===== src/rtl/lcd_timing_pkg.sv =====
// rtl/lcd_timing_pkg.sv - shared timing constants and phase enum for the LCD timing generator
// Purpose: default 480x272 panel timing, total-period derivations, and the
//          four-phase state type used by both the horizontal and vertical axis.
// Ports:   none (package)
package lcd_timing_pkg;

  localparam int H_ACTIVE_DEF = 480;
  localparam int H_FP_DEF     = 2;
  localparam int H_SYNC_DEF   = 41;
  localparam int H_BP_DEF     = 2;

  localparam int V_ACTIVE_DEF = 272;
  localparam int V_FP_DEF     = 2;
  localparam int V_SYNC_DEF   = 10;
  localparam int V_BP_DEF     = 2;

  function automatic int axis_total(input int active, input int fp, input int sync, input int bp);
    return active + fp + sync + bp;
  endfunction

  localparam int H_TOTAL_DEF = axis_total(H_ACTIVE_DEF, H_FP_DEF, H_SYNC_DEF, H_BP_DEF);
  localparam int V_TOTAL_DEF = axis_total(V_ACTIVE_DEF, V_FP_DEF, V_SYNC_DEF, V_BP_DEF);

  typedef enum logic [1:0] {
    PH_ACT   = 2'd0,
    PH_FRONT = 2'd1,
    PH_SYNCP = 2'd2,
    PH_BACK  = 2'd3
  } phase_t;

endpackage


===== src/rtl/lcd_axis_counter.sv =====
// rtl/lcd_axis_counter.sv - one timing axis: position counter, 4-phase FSM, active/sync decode
// Purpose: counts 0..TOTAL-1 and tracks ACT/FRONT/SYNCP/BACK phases; active
//          and sync_n are registered from the next state so they line up with count.
// Ports:   clk, rst     - clock, synchronous active-high reset
//          hold         - force idle: count 0, active 0, sync_n 1
//          load         - restart at position 0 (active phase)
//          adv          - advance one position
//          count        - current position
//          active       - high while count < ACTIVE
//          sync_n       - low while in the sync phase
//          last         - combinational: count is TOTAL-1 (wraps on next advance)
module lcd_axis_counter
  import lcd_timing_pkg::*;
#(
  parameter int ACTIVE = H_ACTIVE_DEF,
  parameter int FP     = H_FP_DEF,
  parameter int SYNC   = H_SYNC_DEF,
  parameter int BP     = H_BP_DEF,
  parameter int W      = 10
) (
  input  logic         clk,
  input  logic         rst,
  input  logic         hold,
  input  logic         load,
  input  logic         adv,
  output logic [W-1:0] count,
  output logic         active,
  output logic         sync_n,
  output logic         last
);

  localparam int TOTAL = axis_total(ACTIVE, FP, SYNC, BP);

  // Last position of each phase; the phase changes on the advance leaving it.
  localparam logic [W-1:0] END_ACT  = W'(ACTIVE - 1);
  localparam logic [W-1:0] END_FP   = W'(ACTIVE + FP - 1);
  localparam logic [W-1:0] END_SYNC = W'(ACTIVE + FP + SYNC - 1);
  localparam logic [W-1:0] END_ALL  = W'(TOTAL - 1);

  phase_t       state_q, state_d;
  logic [W-1:0] count_d;
  logic         active_d, sync_n_d;

  assign last = (count == END_ALL);

  always_comb begin
    state_d  = state_q;
    count_d  = count;
    active_d = 1'b0;
    sync_n_d = 1'b1;
    if (hold) begin
      state_d = PH_ACT;
      count_d = '0;
    end else if (load) begin
      state_d  = PH_ACT;
      count_d  = '0;
      active_d = 1'b1;
    end else begin
      if (adv) begin
        count_d = last ? '0 : count + 1'b1;
        case (state_q)
          PH_ACT:   if (count == END_ACT)  state_d = PH_FRONT;
          PH_FRONT: if (count == END_FP)   state_d = PH_SYNCP;
          PH_SYNCP: if (count == END_SYNC) state_d = PH_BACK;
          PH_BACK:  if (last)              state_d = PH_ACT;
          default:                         state_d = PH_ACT;
        endcase
      end
      // Decode from the next state so the flags carry no skew to count.
      active_d = (state_d == PH_ACT);
      sync_n_d = (state_d != PH_SYNCP);
    end
  end

  always_ff @(posedge clk) begin
    if (rst) begin
      state_q <= PH_ACT;
      count   <= '0;
      active  <= 1'b0;
      sync_n  <= 1'b1;
    end else begin
      state_q <= state_d;
      count   <= count_d;
      active  <= active_d;
      sync_n  <= sync_n_d;
    end
  end

endmodule


===== src/rtl/lcd_timing_gen.sv =====
// rtl/lcd_timing_gen.sv - RGB LCD panel timing generator (hsync/vsync/data enable)
// Purpose: horizontal and vertical axis counters with registered sync and
//          active flags, one-clock-delayed data enable, frame start pulse and
//          an optional completed-frame counter (macro LCD_TIMING_FRAME_CNT_EN;
//          when undefined frame_cnt is tied to 0).
// Ports:   clk_lcd     - pixel clock
//          rst         - synchronous active-high reset
//          disp_on     - run enable; low holds the timing idle at (0,0)
//          hcount_reg  - horizontal position
//          Vcount_reg  - vertical position
//          flagh/flagv - position inside the visible area on each axis
//          rgb_en      - panel data enable, (flagh & flagv) one clock later
//          hsync_n/vsync_n - active-low sync pulses
//          frame_start - one-clock pulse at (0,0)
//          frame_cnt   - completed frames, modulo 256
module lcd_timing_gen
  import lcd_timing_pkg::*;
#(
  parameter int H_ACTIVE = H_ACTIVE_DEF,
  parameter int H_FP     = H_FP_DEF,
  parameter int H_SYNC   = H_SYNC_DEF,
  parameter int H_BP     = H_BP_DEF,
  parameter int V_ACTIVE = V_ACTIVE_DEF,
  parameter int V_FP     = V_FP_DEF,
  parameter int V_SYNC   = V_SYNC_DEF,
  parameter int V_BP     = V_BP_DEF
) (
  input  logic       clk_lcd,
  input  logic       rst,
  input  logic       disp_on,
  output logic [9:0] hcount_reg,
  output logic [8:0] Vcount_reg,
  output logic       flagh,
  output logic       flagv,
  output logic       rgb_en,
  output logic       hsync_n,
  output logic       vsync_n,
  output logic       frame_start,
  output logic [7:0] frame_cnt
);

  logic run_q;      // counters are live (the last clock was enabled)
  logic idle;
  logic start;      // first enabled clock: land on (0,0)
  logic h_adv;
  logic v_adv;
  logic h_last;
  logic v_last;
  logic full_wrap;  // (V_TOTAL-1, H_TOTAL-1) -> (0,0) on this clock

  assign idle      = rst | ~disp_on;
  assign start     = ~idle & ~run_q;
  assign h_adv     = ~idle & run_q;
  assign v_adv     = h_adv & h_last;
  assign full_wrap = v_adv & v_last;

  lcd_axis_counter #(
    .ACTIVE (H_ACTIVE),
    .FP     (H_FP),
    .SYNC   (H_SYNC),
    .BP     (H_BP),
    .W      (10)
  ) u_h (
    .clk    (clk_lcd),
    .rst    (rst),
    .hold   (idle),
    .load   (start),
    .adv    (h_adv),
    .count  (hcount_reg),
    .active (flagh),
    .sync_n (hsync_n),
    .last   (h_last)
  );

  lcd_axis_counter #(
    .ACTIVE (V_ACTIVE),
    .FP     (V_FP),
    .SYNC   (V_SYNC),
    .BP     (V_BP),
    .W      (9)
  ) u_v (
    .clk    (clk_lcd),
    .rst    (rst),
    .hold   (idle),
    .load   (start),
    .adv    (v_adv),
    .count  (Vcount_reg),
    .active (flagv),
    .sync_n (vsync_n),
    .last   (v_last)
  );

  always_ff @(posedge clk_lcd) begin
    if (rst) begin
      run_q       <= 1'b0;
      frame_start <= 1'b0;
      rgb_en      <= 1'b0;
    end else begin
      run_q       <= disp_on;
      frame_start <= disp_on & (start | full_wrap);
      // Forced low the moment disp_on drops so an aborted line emits no data.
      rgb_en      <= disp_on & flagh & flagv;
    end
  end

`ifdef LCD_TIMING_FRAME_CNT_EN
  logic [7:0] frame_cnt_q;

  always_ff @(posedge clk_lcd) begin
    if (rst) begin
      frame_cnt_q <= 8'd0;
    end else if (full_wrap) begin
      frame_cnt_q <= frame_cnt_q + 8'd1;
    end
  end

  assign frame_cnt = frame_cnt_q;
`else
  assign frame_cnt = 8'd0;
`endif

endmodule


===== config.mk =====
export PLATFORM = sky130hd
export DESIGN_NAME = lcd_timing_gen
export DESIGN_NICKNAME = d
export VERILOG_FILES = /design/src/rtl/lcd_timing_pkg.sv /design/src/rtl/lcd_axis_counter.sv /design/src/rtl/lcd_timing_gen.sv
export SDC_FILE = /design/constraint.sdc
export NUM_CORES = 1
export LEC_CHECK = 0
export CAP_MARGIN = 5
export CORE_UTILIZATION = 35
export CTS_CLUSTER_DIAMETER = 100
export DETAILED_ROUTE_END_ITERATION = 16
export GPL_ROUTABILITY_DRIVEN = 1
export GPL_TIMING_DRIVEN = 0
export HOLD_SLACK_MARGIN = 0.12
export SYNTH_ARGS = -nofsm -noshare
export SYNTH_HDL_FRONTEND = slang
export SYNTH_SLANG_ARGS = --single-unit

===== constraint.sdc =====
create_clock -name clk_lcd -period 1.7 [get_ports clk_lcd]
set_input_delay 0.255 -clock clk_lcd [delete_from_list [all_inputs] [get_ports clk_lcd]]
set_output_delay 0.255 -clock clk_lcd [all_outputs]
set_load 0.05 [all_outputs]

==> out/results.ini, run 1 <==
[sta]
setup_viol_count_final=0
hold_violations=0
fin_skew_ns=0.002708
rsz0062_at_grt=yes
tightest_slew_ns=0.5039
relSlewSlack_pct=66.35
min_period_over_period_pct=98.27
fin_crit_ns=1.671
slew_violations=0
clock.fmax_mhz=598.6

[worst_hold_path]
min_path_type=reg -> reg

[final_layout]
register_area_um2=630.6
diodes=0
area_delta_synth_final_pct=39.49
fin_area_um2=1993
final_nets=219
multi_input_area_um2=772.0
drive_above_1_share_pct=25.59
fillCellCount=391

[floorplanning]
core_um2=3799
rows=22
initial_core_util_pct=37.62
dieArea_um2=4342
ios=36
die_x_um=65.90
die_y_um=65.90

[synth]
synth_cell_types=37
netlist_top_cells_area=dfxtp_1 (42%), xor2_1 (6.1%), nor2_1 (5.8%), ha_1 (5.3%), buf_4 (4.7%)
async_flop_share_pct=0
yosysMostFrequentCell=dfxtp_1
synth_common_cells=dfxtp_1 (30), nor2_1 (22), nand2_1 (17)
synth-seq-cells=30
synth_xor_area_share_pct=8.581
synth_simple_gate_area_share_pct=26.36
synth_compound_area_share_pct=7.356
synth_top_area_share_pct=42.03
seq_area_frac_synth_pct=42.03
yosysTopAreaCell=dfxtp_1
synth_mux_area_share_pct=0.7005
synth_edf_count=0
yosys_warnings=0
synthAdderAreaFrac_pct=5.254
synth_area_um2=1429
avgSynthCellArea_um2=8.713
synth_top_family_by_area=simple AND/OR/NAND/NOR gates
synth-main-ff-cell=dfxtp_1
synthCells=164

[clocking]
cts-hold-fix-buffers=0
clk_latency_ns=0.28
cts_tree=yes
cts_sinks=30
cts_buffer_depth=2
ctsHtreeMaxLevel=2
cts_root_buffer=clkbuf_8
cts_buffers=5
clkTransAtPathRegs_ns=0.06

[global_routing]
grt_overflow=0
grt_usage_pct=15.49
grt_pass1_wl_um=5078
antenna_found_initial=0
grt_max_degree=11
grt_pass1_vias=1186

[worst_setup_path]
worstSetupStartpointType=input port
worstSetupPathType=in -> reg
crit_fanout=6
worstPathArrival_ns=1.84
endpoint_kind=flop
required_ns=1.87

[status]
status=finished clean

[routing]
ant_nets=0
wl_um=2990
dr.pass1.iters=4
drt_iter0_drc=42
avgRoutedWirePerCell_um=11.54
vias_per_cell=4.815
drc_errors=0
vias=1247

[placement]
portBuffers=27
gp_congestion=0.8383
postPlaceCellArea_um2=1834
hpwlAfterDp_um=2121

[flow_run]
max_cap_violations=0

[pwr]
total_power_uw=1390
power_density_nw_per_um2=697.2
total_leakage_power_uw=0.0008803
peakVddDrop_uv=350.8

[sequential cells by signal, summed over array words and instances, names as in the netlist]
register     count
frame_start      1
rgb_en           1
run_q            1
u_h.active       1
u_h.count       10
u_h.state_q      2
u_h.sync_n       1
u_v.active       1
u_v.count        9
u_v.state_q      2
u_v.sync_n       1
[cell type report]
type                    count  area share [%]
repair buffers             33           15.25
clock buffers               7           4.331
multi-input cells         119           38.73
flip-flops and latches     30           31.64
inverters                   8           1.758
clock inverters             1          0.2511
well taps                  48           3.013
plain buffers              13           5.022
[worst paths after layout]
path,endpoint,cells past startpoint,slack [ns],start
hold / removal,rgb_en,1,0.48,u_h.active
setup / recovery,u_v.count[6],8,0.03,disp_on
setup reg to reg,u_v.count[6],9,0.05,u_h.count[1]
hold reg to reg,rgb_en,1,0.48,u_h.active
[cells in the final DEF, fill, tap and decap left out, drive strengths merged, types with 2 or more instances in the layout]
cell           instances
dfxtp                 30
nor2                  22
nand2                 18
buf                   18
dlygate4sd2           15
xor2                  10
nand4                  9
clkdlybuf4s50          9
conb                   8
inv                    8
clkbuf                 8
ha                     6
a21oi                  5
nand3                  4
xnor2                  4
o21ai                  4
and3                   4
o22ai                  3
dlymetal6s2s           3
nor3                   3
nand2b                 2
a31oi                  2
[per-layer routing]
layer | global-route usage (%) | vias up | share of wire (%)
met5 | 0 | - | 0
met4 | 7.337 | 0 | 2.2
met3 | 5.345 | 9 | 6.2
met2 | 26.15 | 45 | 48
met1 | 17.23 | 562 | 44
li1 | - | 631 | -
[per-stage QoR]
stage          util [%]  worst slack [ns]  hold slack (ns)    TNS (ns)  instances
2_1_floorplan         -          -0.07408           0.4382     -0.3141        171
3_3_place_gp      48.29           -0.3835           0.4490      -3.678        246
3_5_place_dp      48.29           -0.4092           0.4539      -3.951        246
4_1_cts           51.68        -0.0005527           0.4822  -0.0005527        259
5_1_grt           52.47          -0.06303           0.5053     -0.1862        259
6_report          52.47           0.02946           0.4807           0        259
[critical path, cell delays in order]
cell	delay (ns)
clkdlybuf4s50_1	0.47
and3b_2	0.21
and4_1	0.20
buf_6	0.12
and3_4	0.22
nand4_1	0.11
xor2_1	0.18
nor2_1	0.06
[report_power, final]
group          switching (uW)  internal [uW]  leakage (uW)
registers                3.71            701      0.000251
logic                    71.0           31.0      0.000581
clock network             257            326     0.0000482
[logic make-up after synthesis]
family,Yosys count
xor+xnor,14
mux,1
buf+inv,22
flops,30
compound gates,17
simple gates,73
fa+ha+maj,6
other cells,1
[what timing repair did]
action / CTS / global route
buffers inserted: 6 / 0
hold endpoints to repair: 0 / 0
pin swaps: 2 / 11
resized for setup: 20 / 9
setup endpoints to repair: 24 / 24
(Power assumes the default switching activity.)
==> run 2: changes to the inputs <==
--- a/config.mk
+++ b/config.mk
@@ -5,6 +5,7 @@
 export SDC_FILE = /design/constraint.sdc
 export NUM_CORES = 1
 export LEC_CHECK = 0
+export ABC_AREA = 1
 export CAP_MARGIN = 5
 export CORE_UTILIZATION = 35
 export CTS_CLUSTER_DIAMETER = 100
==> run 2 against run 1 <==
Compared with the run above: the run now ends with design-rule violations left; sequential share of layout area shrank 2.8 points; synthesized cell count is 42% higher; critical path depth is 7 lower; via count is 22% higher; non-clock buffer count shrank 8; synthesized area grew 15%.
==> out/results.ini, run 2 <==
[routing]
vias=1522  ; was 1,247
ant_nets=0  ; unchanged
wl_um=3410  ; was 2990 um
dr.pass1.iters=10  ; was 4
drt_iter0_drc=68  ; was 42
avgRoutedWirePerCell_um=10.43  ; was 11.54 um
drc_errors=6  ; was 0
vias_per_cell=4.654  ; was 4.815

[sta]
tightest_slew_ns=0.5011  ; was 0.5039 ns
setup_viol_count_final=0  ; unchanged
fin_crit_ns=1.665  ; was 1.671 ns
holdWs_ns=0.4403  ; was 0.4807 ns
slew_violations=0  ; unchanged
min_period_over_period_pct=97.92  ; was 98.27%
hold_violations=0  ; unchanged
clock.fmax_mhz=600.7  ; was 598.6 MHz
fin_ws_ns=0.03539  ; was 0.02946 ns
rsz0062_at_grt=no  ; was yes
relSlewSlack_pct=66.54  ; was 66.35%
fin_skew_ns=0.007760  ; was 0.002708 ns

[final_layout]
reg_top3=u_h.count (10), u_v.count (9)  ; unchanged
layout_commonest_cell=nand2_1  ; was nor2_1
diodes=0  ; unchanged
fin_area_um2=2098  ; was 1993 um^2
final_cell_mix=nand2_1 (49), inv_1 (32), nor2_1 (28), dfxtp_1 (26)  ; was nor2_1 (22), nand2_1 (17), dfxtp_1 (16), dlygate4sd2_1 (15), buf_4 (14)
largest_register_ffs=10  ; unchanged
area_delta_synth_final_pct=27.43  ; was 39.49%
regMostFlops=u_h.count  ; unchanged
drive_above_1_share_pct=14.18  ; was 25.59%
final_nets=283  ; was 219

[global_routing]
grt_usage_pct=15.02  ; was 15.49%
grt_pass1_wl_um=5940  ; was 5078 um
grt_overflow=0  ; unchanged
antenna_found_initial=0  ; unchanged
grt_max_degree=11  ; unchanged
grt_pass1_vias=1348  ; was 1,186

[synth]
yosys_warnings=0  ; unchanged
netlist_top_cells_area=dfxtp_1 (36%), nand2_1 (11%), inv_1 (7.3%), nor2_1 (6.8%), nand3_1 (5.5%)  ; was dfxtp_1 (42%), xor2_1 (6.1%), nor2_1 (5.8%), ha_1 (5.3%), buf_4 (4.7%)
synth_compound_area_share_pct=7.219  ; was 7.356%
synth_mux_area_share_pct=0  ; was 0.7005%
synth-seq-cells=30  ; unchanged
synth_xor_area_share_pct=2.128  ; was 8.581%
async_flop_share_pct=0  ; unchanged
synth_area_um2=1647  ; was 1429 um^2
synth_cell_types=30  ; was 37
synthAdderAreaFrac_pct=4.559  ; was 5.254%
yosysTopAreaCell=dfxtp_1  ; unchanged
synth_edf_count=0  ; unchanged
synth_simple_gate_area_share_pct=36.40  ; was 26.36%
synth_top_area_share_pct=36.47  ; was 42.03%
seq_area_frac_synth_pct=36.47  ; was 42.03%
synth_top_family_by_area=simple AND/OR/NAND/NOR gates  ; unchanged
yosysMostFrequentCell=nand2_1  ; was dfxtp_1
synth_common_cells=nand2_1 (49), inv_1 (32), dfxtp_1 (30), nor2_1 (30), nand3_1 (18)  ; was dfxtp_1 (30), nor2_1 (22), nand2_1 (17)
synth-main-ff-cell=dfxtp_1  ; unchanged
synthCells=233  ; was 164
avgSynthCellArea_um2=7.067  ; was 8.713 um^2

[worst_setup_path]
worstSetupStartpointType=flop  ; was input port
crit_chain=clkdlybuf4s50_1  ; was clkdlybuf4s50_1 -> and3b_2 -> and4_1 -> buf_6 -> and3_4 -> nand4_1 -> xor2_1 -> nor2_1
worstSetupPathType=reg -> out  ; was in -> reg
slowest_delay_ns=0.80  ; was 0.47 ns
endpoint_kind=output pin  ; was flop
cp_num_buf_inv=1  ; was 2
worstPathArrival_ns=1.41  ; was 1.84 ns
required_ns=1.44  ; was 1.87 ns
cp_slowest_cell=clkdlybuf4s50_1  ; unchanged
crit_fanout=2  ; was 6
crit_family=buffers and inverters  ; was simple AND/OR/NAND/NOR gates

[pwr]
pwr-share-seq_pct=50.5  ; was 50.7%
peakVddDrop_uv=463.7  ; was 350.8 uV
p_int_uw=1066  ; was 1058 uW
p_sw_uw=347.4  ; was 331.3 uW
power_density_nw_per_um2=673.8  ; was 697.2 nW/um^2
total_leakage_power_uw=0.0009381  ; was 0.0008803 uW
clkPwrFrac_pct=41.9  ; about the same
comb_power_share_pct=7.7  ; was 7.3%
swShare_pct=24.57  ; was 23.84%

[floorplanning]
rows=24  ; was 22
ios=36  ; unchanged
die_y_um=70.59  ; was 65.90 um
initial_core_util_pct=37.05  ; was 37.62%
core_um2=4444  ; was 3799 um^2
die_x_um=70.59  ; was 65.90 um
dieArea_um2=4983  ; was 4342 um^2

[clocking]
cts_buffer_depth=2  ; unchanged
cts_root_buffer=clkbuf_8  ; unchanged
cts_buffers=5  ; unchanged
cts_setup_buffers=0  ; was 6
clkTransAtPathRegs_ns=0.06  ; about the same
ctsHtreeMaxLevel=2  ; unchanged
clk_latency_ns=0.28  ; about the same
cts_sinks=30  ; unchanged
cts_resized=18  ; was 20
cts-hold-fix-buffers=0  ; unchanged
cts_tree=yes  ; unchanged

[placement]
hpwlAfterDp_um=2528  ; was 2121 um
dp_slack_ns=-0.1376  ; was -0.4092 ns
gp_congestion=0.8761  ; was 0.8383
portBuffers=27  ; unchanged
postPlaceCellArea_um2=2012  ; was 1834 um^2

[status]
status=finished, violations left  ; was finished clean
violations=design-rule violations

[flow_run]
max_cap_violations=0  ; unchanged

[worst_hold_path]
min_path_type=reg -> reg  ; unchanged

run 2: path summary, 6_finish.rpt:
| kind | from | to | slack (ns) | cells past startpoint |
|---|---|---|---|---|
| worst max-delay path | u_h.active | flagh | 0.04 | 1 |
| worst min-delay path | u_h.active | rgb_en | 0.44 | 2 |
| worst max register to register | u_h.count[0] | u_h.sync_n | 0.20 | 9 |
| worst min register to register | u_h.active | rgb_en | 0.44 | 2 |
run 2: cell families after synthesis:
family	after synthesis
XOR/XNOR	4
AO/OA/AOI/OAI	21
buffers and inverters	45
AND/OR/NAND/NOR	126
adder cells (fa/ha/maj)	6
flip-flops	30
other	1
run 2: power by group through the flow:
| stage | sequential [uW] | clock (uW) | combinational, uW |
|---|---|---|---|
| after floorplan | 749 | 0 | 68.6 |
| after global placement | 729 | 0 | 108 |
| after detailed placement | 729 | 0 | 108 |
| after CTS | 714 | 603 | 108 |
| after global routing | 714 | 634 | 115 |
| final | 713 | 592 | 108 |
run 2: final cells by class:
cell class              instances  area [um^2]
flip-flops and latches         30        605.6
well taps                      52        65.06
repair buffers                 27        252.7
clock buffers                   7        86.33
plain buffers                  11        87.58
inverters                      34        127.6
fillers                       470         2346
clock inverters                 1        5.005
multi-input cells             165        868.3
run 2: routing by layer:
layer  up-vias  wire length (um)  global-route usage, %
met4         0                79                  6.444
li1        808                 -                      -
met3         8               175                  3.704
met2        41              1457                  23.52
met5         -                 0                      0
met1       665              1699                  19.79
run 2: per-stage QoR:
stage	std cells	TNS (ns)	util, %	power [uW]
after CTS	327	0	46.82	1425
final	327	0	47.21	1414
after floorplan	240	0	-	817.2
after global routing	327	0	47.21	1463
after detailed placement	319	-0.7746	45.27	837.4
after global placement	319	-0.9341	45.27	837.8
